[src/rtl/rr_hold_arbiter.sv]
// rr_hold_arbiter
//
// Round-robin request/grant controller with hold limit. NCH requesters compete
// for one shared resource. A grant is held until the owner pulses done, drops
// its request, or the hold timer reaches MAX_HOLD cycles. Each grant is followed
// by a single RELEASE cycle before arbitration resumes. When the timer revokes
// a grant, timeout pulses for that RELEASE cycle.
//
// Optional feature: define ARB_PRIO0_EN to give channel 0 strict priority.
// When it is granted, the round-robin pointer is left unchanged.
//
// Ports:
//   blif_clk_net   in   clock, rising edge
//   blif_reset_net in   asynchronous reset, active-high
//   en             in   arbitration enable, sampled in IDLE only
//   req[NCH]       in   per-channel level request
//   done           in   owner finished, sampled in GRANT only
//   grant[NCH]     out  registered one-hot grant (or zero)
//   grant_id[ID_W] out  index of granted channel; holds last value when idle
//   busy           out  high in GRANT and RELEASE
//   timeout        out  one-cycle pulse when the hold timer revokes a grant
//   hold_cnt       out  cycles elapsed in the current grant

module rr_hold_arbiter #(
    parameter int unsigned NCH      = 4,
    parameter int unsigned HOLD_W   = 4,
    parameter int unsigned MAX_HOLD = 10,
    // Derived from NCH; not meant to be overridden.
    parameter int unsigned ID_W     = $clog2(NCH)
) (
    input  logic              blif_clk_net,
    input  logic              blif_reset_net,
    input  logic              en,
    input  logic [NCH-1:0]    req,
    input  logic              done,
    output logic [NCH-1:0]    grant,
    output logic [ID_W-1:0]   grant_id,
    output logic              busy,
    output logic              timeout,
    output logic [HOLD_W-1:0] hold_cnt
);

    typedef enum logic [1:0] {
        StIdle,
        StGrant,
        StRelease
    } state_e;

    localparam logic [HOLD_W-1:0] HoldLast = HOLD_W'(MAX_HOLD - 1);
    localparam logic [ID_W-1:0]   IdLast   = ID_W'(NCH - 1);

    state_e            state_q, state_d;
    logic [NCH-1:0]    grant_q, grant_d;
    logic [ID_W-1:0]   grant_id_q, grant_id_d;
    logic              busy_q, busy_d;
    logic              timeout_q, timeout_d;
    logic [HOLD_W-1:0] hold_cnt_q, hold_cnt_d;
    logic [ID_W-1:0]   ptr_q, ptr_d;

    logic              sel_valid;
    logic [ID_W-1:0]   sel_id;
    logic [ID_W-1:0]   scan_idx;
    logic [ID_W-1:0]   ptr_next;

    // Round-robin search: first set request at ptr, ptr+1, ... (mod NCH).
    always_comb begin
        sel_valid = 1'b0;
        sel_id    = '0;
        scan_idx  = ptr_q;
        for (int unsigned i = 0; i < NCH; i++) begin
            if (!sel_valid && req[scan_idx]) begin
                sel_valid = 1'b1;
                sel_id    = scan_idx;
            end
            scan_idx = (scan_idx == IdLast) ? '0 : scan_idx + ID_W'(1);
        end
`ifdef ARB_PRIO0_EN
        // Channel 0 overrides the rotation whenever it requests.
        if (req[0]) begin
            sel_valid = 1'b1;
            sel_id    = '0;
        end
`endif
    end

    // Pointer to load when the current grant ends.
    always_comb begin
        ptr_next = (grant_id_q == IdLast) ? '0 : grant_id_q + ID_W'(1);
`ifdef ARB_PRIO0_EN
        if (grant_id_q == '0) begin
            ptr_next = ptr_q;
        end
`endif
    end

    always_comb begin
        state_d    = state_q;
        grant_d    = grant_q;
        grant_id_d = grant_id_q;
        busy_d     = busy_q;
        timeout_d  = 1'b0;
        hold_cnt_d = hold_cnt_q;
        ptr_d      = ptr_q;

        unique case (state_q)
            StIdle: begin
                busy_d = 1'b0;
                if (en && sel_valid) begin
                    state_d    = StGrant;
                    grant_d    = {{(NCH-1){1'b0}}, 1'b1} << sel_id;
                    grant_id_d = sel_id;
                    busy_d     = 1'b1;
                    hold_cnt_d = '0;
                end
            end

            StGrant: begin
                // Priority order: done, request drop, then timer expiry.
                if (done || !req[grant_id_q] || (hold_cnt_q == HoldLast)) begin
                    state_d    = StRelease;
                    grant_d    = '0;
                    hold_cnt_d = '0;
                    ptr_d      = ptr_next;
                    timeout_d  = !done && req[grant_id_q];
                end else begin
                    hold_cnt_d = hold_cnt_q + HOLD_W'(1);
                end
            end

            StRelease: begin
                state_d = StIdle;
                busy_d  = 1'b0;
            end

            default: begin
                state_d = StIdle;
                grant_d = '0;
                busy_d  = 1'b0;
            end
        endcase
    end

    always_ff @(posedge blif_clk_net or posedge blif_reset_net) begin
        if (blif_reset_net) begin
            state_q    <= StIdle;
            grant_q    <= '0;
            grant_id_q <= '0;
            busy_q     <= 1'b0;
            timeout_q  <= 1'b0;
            hold_cnt_q <= '0;
            ptr_q      <= '0;
        end else begin
            state_q    <= state_d;
            grant_q    <= grant_d;
            grant_id_q <= grant_id_d;
            busy_q     <= busy_d;
            timeout_q  <= timeout_d;
            hold_cnt_q <= hold_cnt_d;
            ptr_q      <= ptr_d;
        end
    end

    assign grant    = grant_q;
    assign grant_id = grant_id_q;
    assign busy     = busy_q;
    assign timeout  = timeout_q;
    assign hold_cnt = hold_cnt_q;

endmodule

[config.mk]
export PLATFORM = sky130hd
export DESIGN_NAME = rr_hold_arbiter
export DESIGN_NICKNAME = d
export VERILOG_FILES = /design/src/rtl/rr_hold_arbiter.sv
export SDC_FILE = /design/constraint.sdc
export NUM_CORES = 1
export LEC_CHECK = 0
export CELL_PAD_IN_SITES_DETAIL_PLACEMENT = 1
export CELL_PAD_IN_SITES_GLOBAL_PLACEMENT = 1
export CORE_AREA = 2 2 58 60
export CTS_CLUSTER_DIAMETER = 120
export DETAILED_ROUTE_END_ITERATION = 8
export DIE_AREA = 0 0 60 62
export PLACE_DENSITY_LB_ADDON = 0.1
export SLEW_MARGIN = 15
export SYNTH_ARGS = -nofsm -noshare
export SYNTH_HDL_FRONTEND = slang
export SYNTH_SLANG_ARGS = --single-unit
export TNS_END_PERCENT = 30
[constraint.sdc]
create_clock -name blif_clk_net -period 3.53 [get_ports blif_clk_net]
set_clock_uncertainty 0.05 [all_clocks]
set_input_delay 0.353 -clock blif_clk_net [delete_from_list [all_inputs] [get_ports blif_clk_net]]
set_output_delay 0.353 -clock blif_clk_net [all_outputs]
set_load 0.02 [all_outputs]
* Word-level counts from Yosys, hierarchy flattened *
Index checks and enable logic that the tools add are counted.
Widths: inputs -> output; s select.

word-level totals
  input bits = 8
  output and inout bits = 12
  logic and storage cells = 82
  register bits = 16

operators by class
  shift-type cells = 1
  multiplexer cells = 35
  bitwise gates (word level) = 1
  $lt $le $gt $ge = 5
  $add $sub $neg = 5
  equality and inequality tests = 9
  reduce and logical (&&, ||, !) cells = 19

operators by type and width
  kind                 number
  $mux 2               10
  $mux 4               4
  $lt 2x3->1 const B   5
  $mux 1               12
  $pmux 4 s3           1
  $bmux 1 s2           5
  $eq 2x2->1 const B   5
  $add 2x1->2 const B  4
  $pmux 4 s2           1
  $reduce_and 2->1     4
  $logic_and 1x1->1    5
  $logic_not 1->1      5
  $add 4x1->4 const B  1
  $eq 4x4->1 const B   1
  $ne 2x2->1 const B   2
  $pmux 2 s2           1
  $shl 1x2->4 const A  1
  $reduce_and 3->1     1
  $eq 2x1->1 const B   1
  $logic_not 2->1      1
  $logic_or 1x1->1     2
  $pmux 1 s2           1
  $reduce_bool 2->1    1
  $not 1->1            1

* Depth between registers and ports, before layout *
  word-level depth = 15
  mapped depth = 8
  mapped depth without buffers = 8

* Worst setup path before layout *
No wires, ideal clock.

  path kind = reg2reg
  start = reg ptr_q[0]
  end = reg grant_q[1], in the netlist grant[1]
  arrival time = 2.348 ns
  library setup time = 0.121 ns
  setup slack = 1.011 ns
  data required time = 3.359 ns
  cell stages (with the launch flop) = 7
  buffers on the path = 0
  period minus slack after synthesis = 2.519 ns
  path through = dfrtp_1 -> ha_1 -> mux4_2 -> o31a_1 -> o211ai_2 -> mux2_2 -> a22o_2

on the way
  cells in the longest elaborated chain, start to end = 15
  elaborated cells between the ends (all ways) = 37
  those cells by class = add/sub (3); eq/ne (4); shift (1); mux (21); reduce/logical (8)

ends and longest elaborated chain
  element                                               line  RTL
  from (decl)                                           58    logic [ID_W-1:0] ptr_q, ptr_d;
  from (signal assigned)                                159   ptr_q <= ptr_d;
  branches (longest 15 deep; another with $add 2x1->2)  --
  to (signal assigned)                                  154   grant_q <= grant_d;
  to (decl)                                             53    logic [NCH-1:0] grant_q, grant_d;

Parallel ways; which one is timed is not known. The select of a mux whose other input is x is not followed.
A chain may end at the register's enable or synchronous reset.

* Final worst setup path *
  start = reg ptr_q[1]
  end = reg grant_q[1], in the netlist grant[1]

The elaborated chain is that of the path after synthesis.

==> impl_metrics.csv <==
group,metric,value,unit
run_status,outcome,"finished clean",
synthesis,syn-num-nets,132,
timing,tns,0,ns
detailed_routing,drtIter0Drc,70,
timing,hold_violations,0,
setup_path,start_kind,"flop",
final_layout,nNetsFinal,150,
timing,slew_violations,0,
pwr,p_leak,0.6085,nW
synthesis,synth_top_family_by_area,"compound AO/OA/AOI/OAI gates",
grt,grt_max_degree,23,
clock_network,numCtsBuffers,3,
floorplan,num_rows,21,
grt,grt_pass1_wl,4947,um
synthesis,yosys_warnings,0,
setup_path,cp_data_required_time,3.66,ns
synthesis,syn_area_per_cell,9.791,um^2
placement,gp_congestion,0.7694,
grt,grt_pass1_vias,1022,
final_layout,nFillCells,366,
synthesis,synth_xor_area_frac,0.01491,
synthesis,synth_cells,120,
final_layout,antenna_cells,0,
detailed_routing,drc,0,
final_layout,drive_gt1_frac,0.1387,
synthesis,synth_seq_cells,16,
clock_network,cts_resized,0,
timing,fin_crit_sh,0.8696,
timing,tightest_slew,0.5997,ns
synthesis,synth_compound_area_frac,0.2460,
placement,dp_hpwl,2115,um
detailed_routing,routedWlPerCell,15.55,um
detailed_routing,dr.pass1.iters,4,
final_layout,fin_cells,183,
detailed_routing,viasPerCell,5.393,
setup_path,crit_arrival,3.20,ns
floorplan,chipHeight,62,um
synthesis,syn_area,0.001175,mm^2
flow_run,max_cap_viol_count,0,
floorplan,core-area,0.003179,mm^2
final_layout,area_growth,19.60,%
floorplan,die_area,0.003720,mm^2
clock_network,clock_sinks,16,
synthesis,synth_flop_cell,"dfrtp_1",
setup_path,end_kind,"flop",
timing,finalSetupViolations,0,
final_layout,final_util,0.4420,
clock_network,cts-root-buf,"clkbuf_4",
floorplan,initial_core_util,0.3695,
timing,clock.fmax,325.8,MHz
floorplan,io_pins,20,
worst_hold_path,hold_class,"in -> async",
clock_network,insertion_delay,0.29,ns
floorplan,die_w,60,um
clock_network,cts_tree,"done",
clock_network,postCtsSetupBuffers,0,
synthesis,synth_fa_ha_area_frac,0.04260,
setup_path,r2r_cells,6,
synthesis,yosys.cell_types.count,48,
grt,antenna_found_initial,0,
clock_network,h-tree-depth,1,
pwr,ir_drop,0.3711,mV
final_layout,multi_input_area,683.2,um^2
timing,maxSlewHeadroom,0.5939,
synthesis,synth-async-reset-ratio,1.000,
clock_network,ctsHoldBuffers,0,
synthesis,synth-simple-area-share,0.1821,
placement,pre_cts_slack,0.4894,ns
detailed_routing,wirelength,2846,um
grt,overflow,0,
final_layout,register_area,400.4,um^2
setup_path,cp_max_fo,15,
placement,io_buffers,19,
timing,period_needed,3.070,ns
synthesis,synth_edf_count,0,
setup_path,criticalPathCategory,"reg -> reg",
detailed_routing,vias,987,
synthesis,synthMuxAreaShare,0.09585,
placement,dp_cells,179,
synthesis,synth_seq_area_share,0.3408,
detailed_routing,final_antenna_net_count,0,
grt,grt_usage,0.1787,
timing,fin_ws,0.4603,ns
timing,rsz0062_at_grt,"no",
clock_network,cts.path.max_buffers,2,
pwr,p_per_area,829.3,mW/mm^2
clock_network,clkTransAtPathRegs,0.10,ns
-- logic make-up (layout without fill, tap and decap cells) --
group	after synthesis	count (layout)
AO/OA/AOI/OAI	40	40
flip-flops	16	16
multiplexers	8	8
adder cells (fa/ha/maj)	4	4
XOR/XNOR	2	2
AND/OR/NAND/NOR	36	36
buffers and inverters	14	31
-- state kept, by name, indices dropped and copies added (netlist names) --
signal    cells
grant         4
state_q       2
hold_cnt      4
timeout       1
grant_id      2
ptr_q         2
busy          1
-- synth_stat cells, drive strengths merged (3+ instances only) --
master / count / share of area
clkbuf: 3 / 0.027
buf: 5 / 0.032
o211ai: 3 / 0.023
nand2: 10 / 0.032
a21oi: 5 / 0.021
nor2: 7 / 0.022
dfrtp: 16 / 0.34
inv: 6 / 0.019
nand2b: 3 / 0.022
mux2i: 3 / 0.026
mux2: 3 / 0.029
ha: 4 / 0.043
nand3: 3 / 0.013
o21ai: 13 / 0.059
and3b: 3 / 0.023
nor3: 3 / 0.013
-- area by class of cell --
class,count,share of cell area
Clock buffer,4,0.02582
Tap cell,46,0.04096
Inverter,6,0.01603
Sequential cell,16,0.2850
Timing Repair Buffer,21,0.1460
Multi-Input combinational cell,90,0.4862
-- worst paths after layout --
path                                start  endpoint  slack [ns]
max in group asynchronous  blif_reset_net  grant[1]        2.65
setup / recovery                 ptr_q[1]  grant[1]        0.46
setup reg to reg                 ptr_q[1]  grant[1]        0.46
hold reg to reg                  grant[3]  grant[3]        0.46
min in group blif_clk_net        grant[3]  grant[3]        0.46
hold / removal             blif_reset_net   timeout        0.38
-- stage by stage --
step | instance area (um^2) | total power [W] | hold WS (ns)
finish | 1405 | 0.001165 | 0.3791
global route | 1405 | 0.001274 | 0.4286
CTS | 1405 | 0.001178 | 0.4060
detailed placement | 1369 | 0.001054 | 0.4388
global placement | 1369 | 0.001033 | 0.4156
floorplan | 1175 | 0.0008982 | 0.2167
-- report_power, final --
part	leakage, nW	switching, W	internal [W]
combinational	0.376	0.000395	0.000331
clock	0.0210	0.0000579	0.0000628
sequential	0.211	0.0000779	0.000240
total	0.609	0.000531	0.000634
-- critical path: stages (launching register included) --
cell and delay [ns]:
dfrtp_1 0.58, ha_1 0.64, mux4_2 0.60, o31a_1 0.33, o211ai_2 0.18, mux2_2 0.37, a22o_2 0.21
-- cells in the final DEF (no fill, tap or decap), drive strengths merged, types with 3 or more instances in the layout --
| cell | Yosys | routed |
|---|---|---|
| nand2 | 10 | 10 |
| mux2 | 3 | 3 |
| clkbuf | 3 | 4 |
| o211ai | 3 | 3 |
| clkdlybuf4s50 | 0 | 19 |
| nand3 | 3 | 3 |
| nor2 | 7 | 7 |
| and3b | 3 | 3 |
| a21oi | 5 | 5 |
| ha | 4 | 4 |
| mux2i | 3 | 3 |
| nor3 | 3 | 3 |
| o21ai | 13 | 13 |
| dfrtp | 16 | 16 |
| inv | 6 | 6 |
| nand2b | 3 | 3 |
-- routing by layer --
layer,wire length [um],track usage
met1,1319,0.2276
met2,1407,0.3106
met3,86,0.02277
met4,33,0.06667
met5,0,0
(Power assumes the default switching activity.)
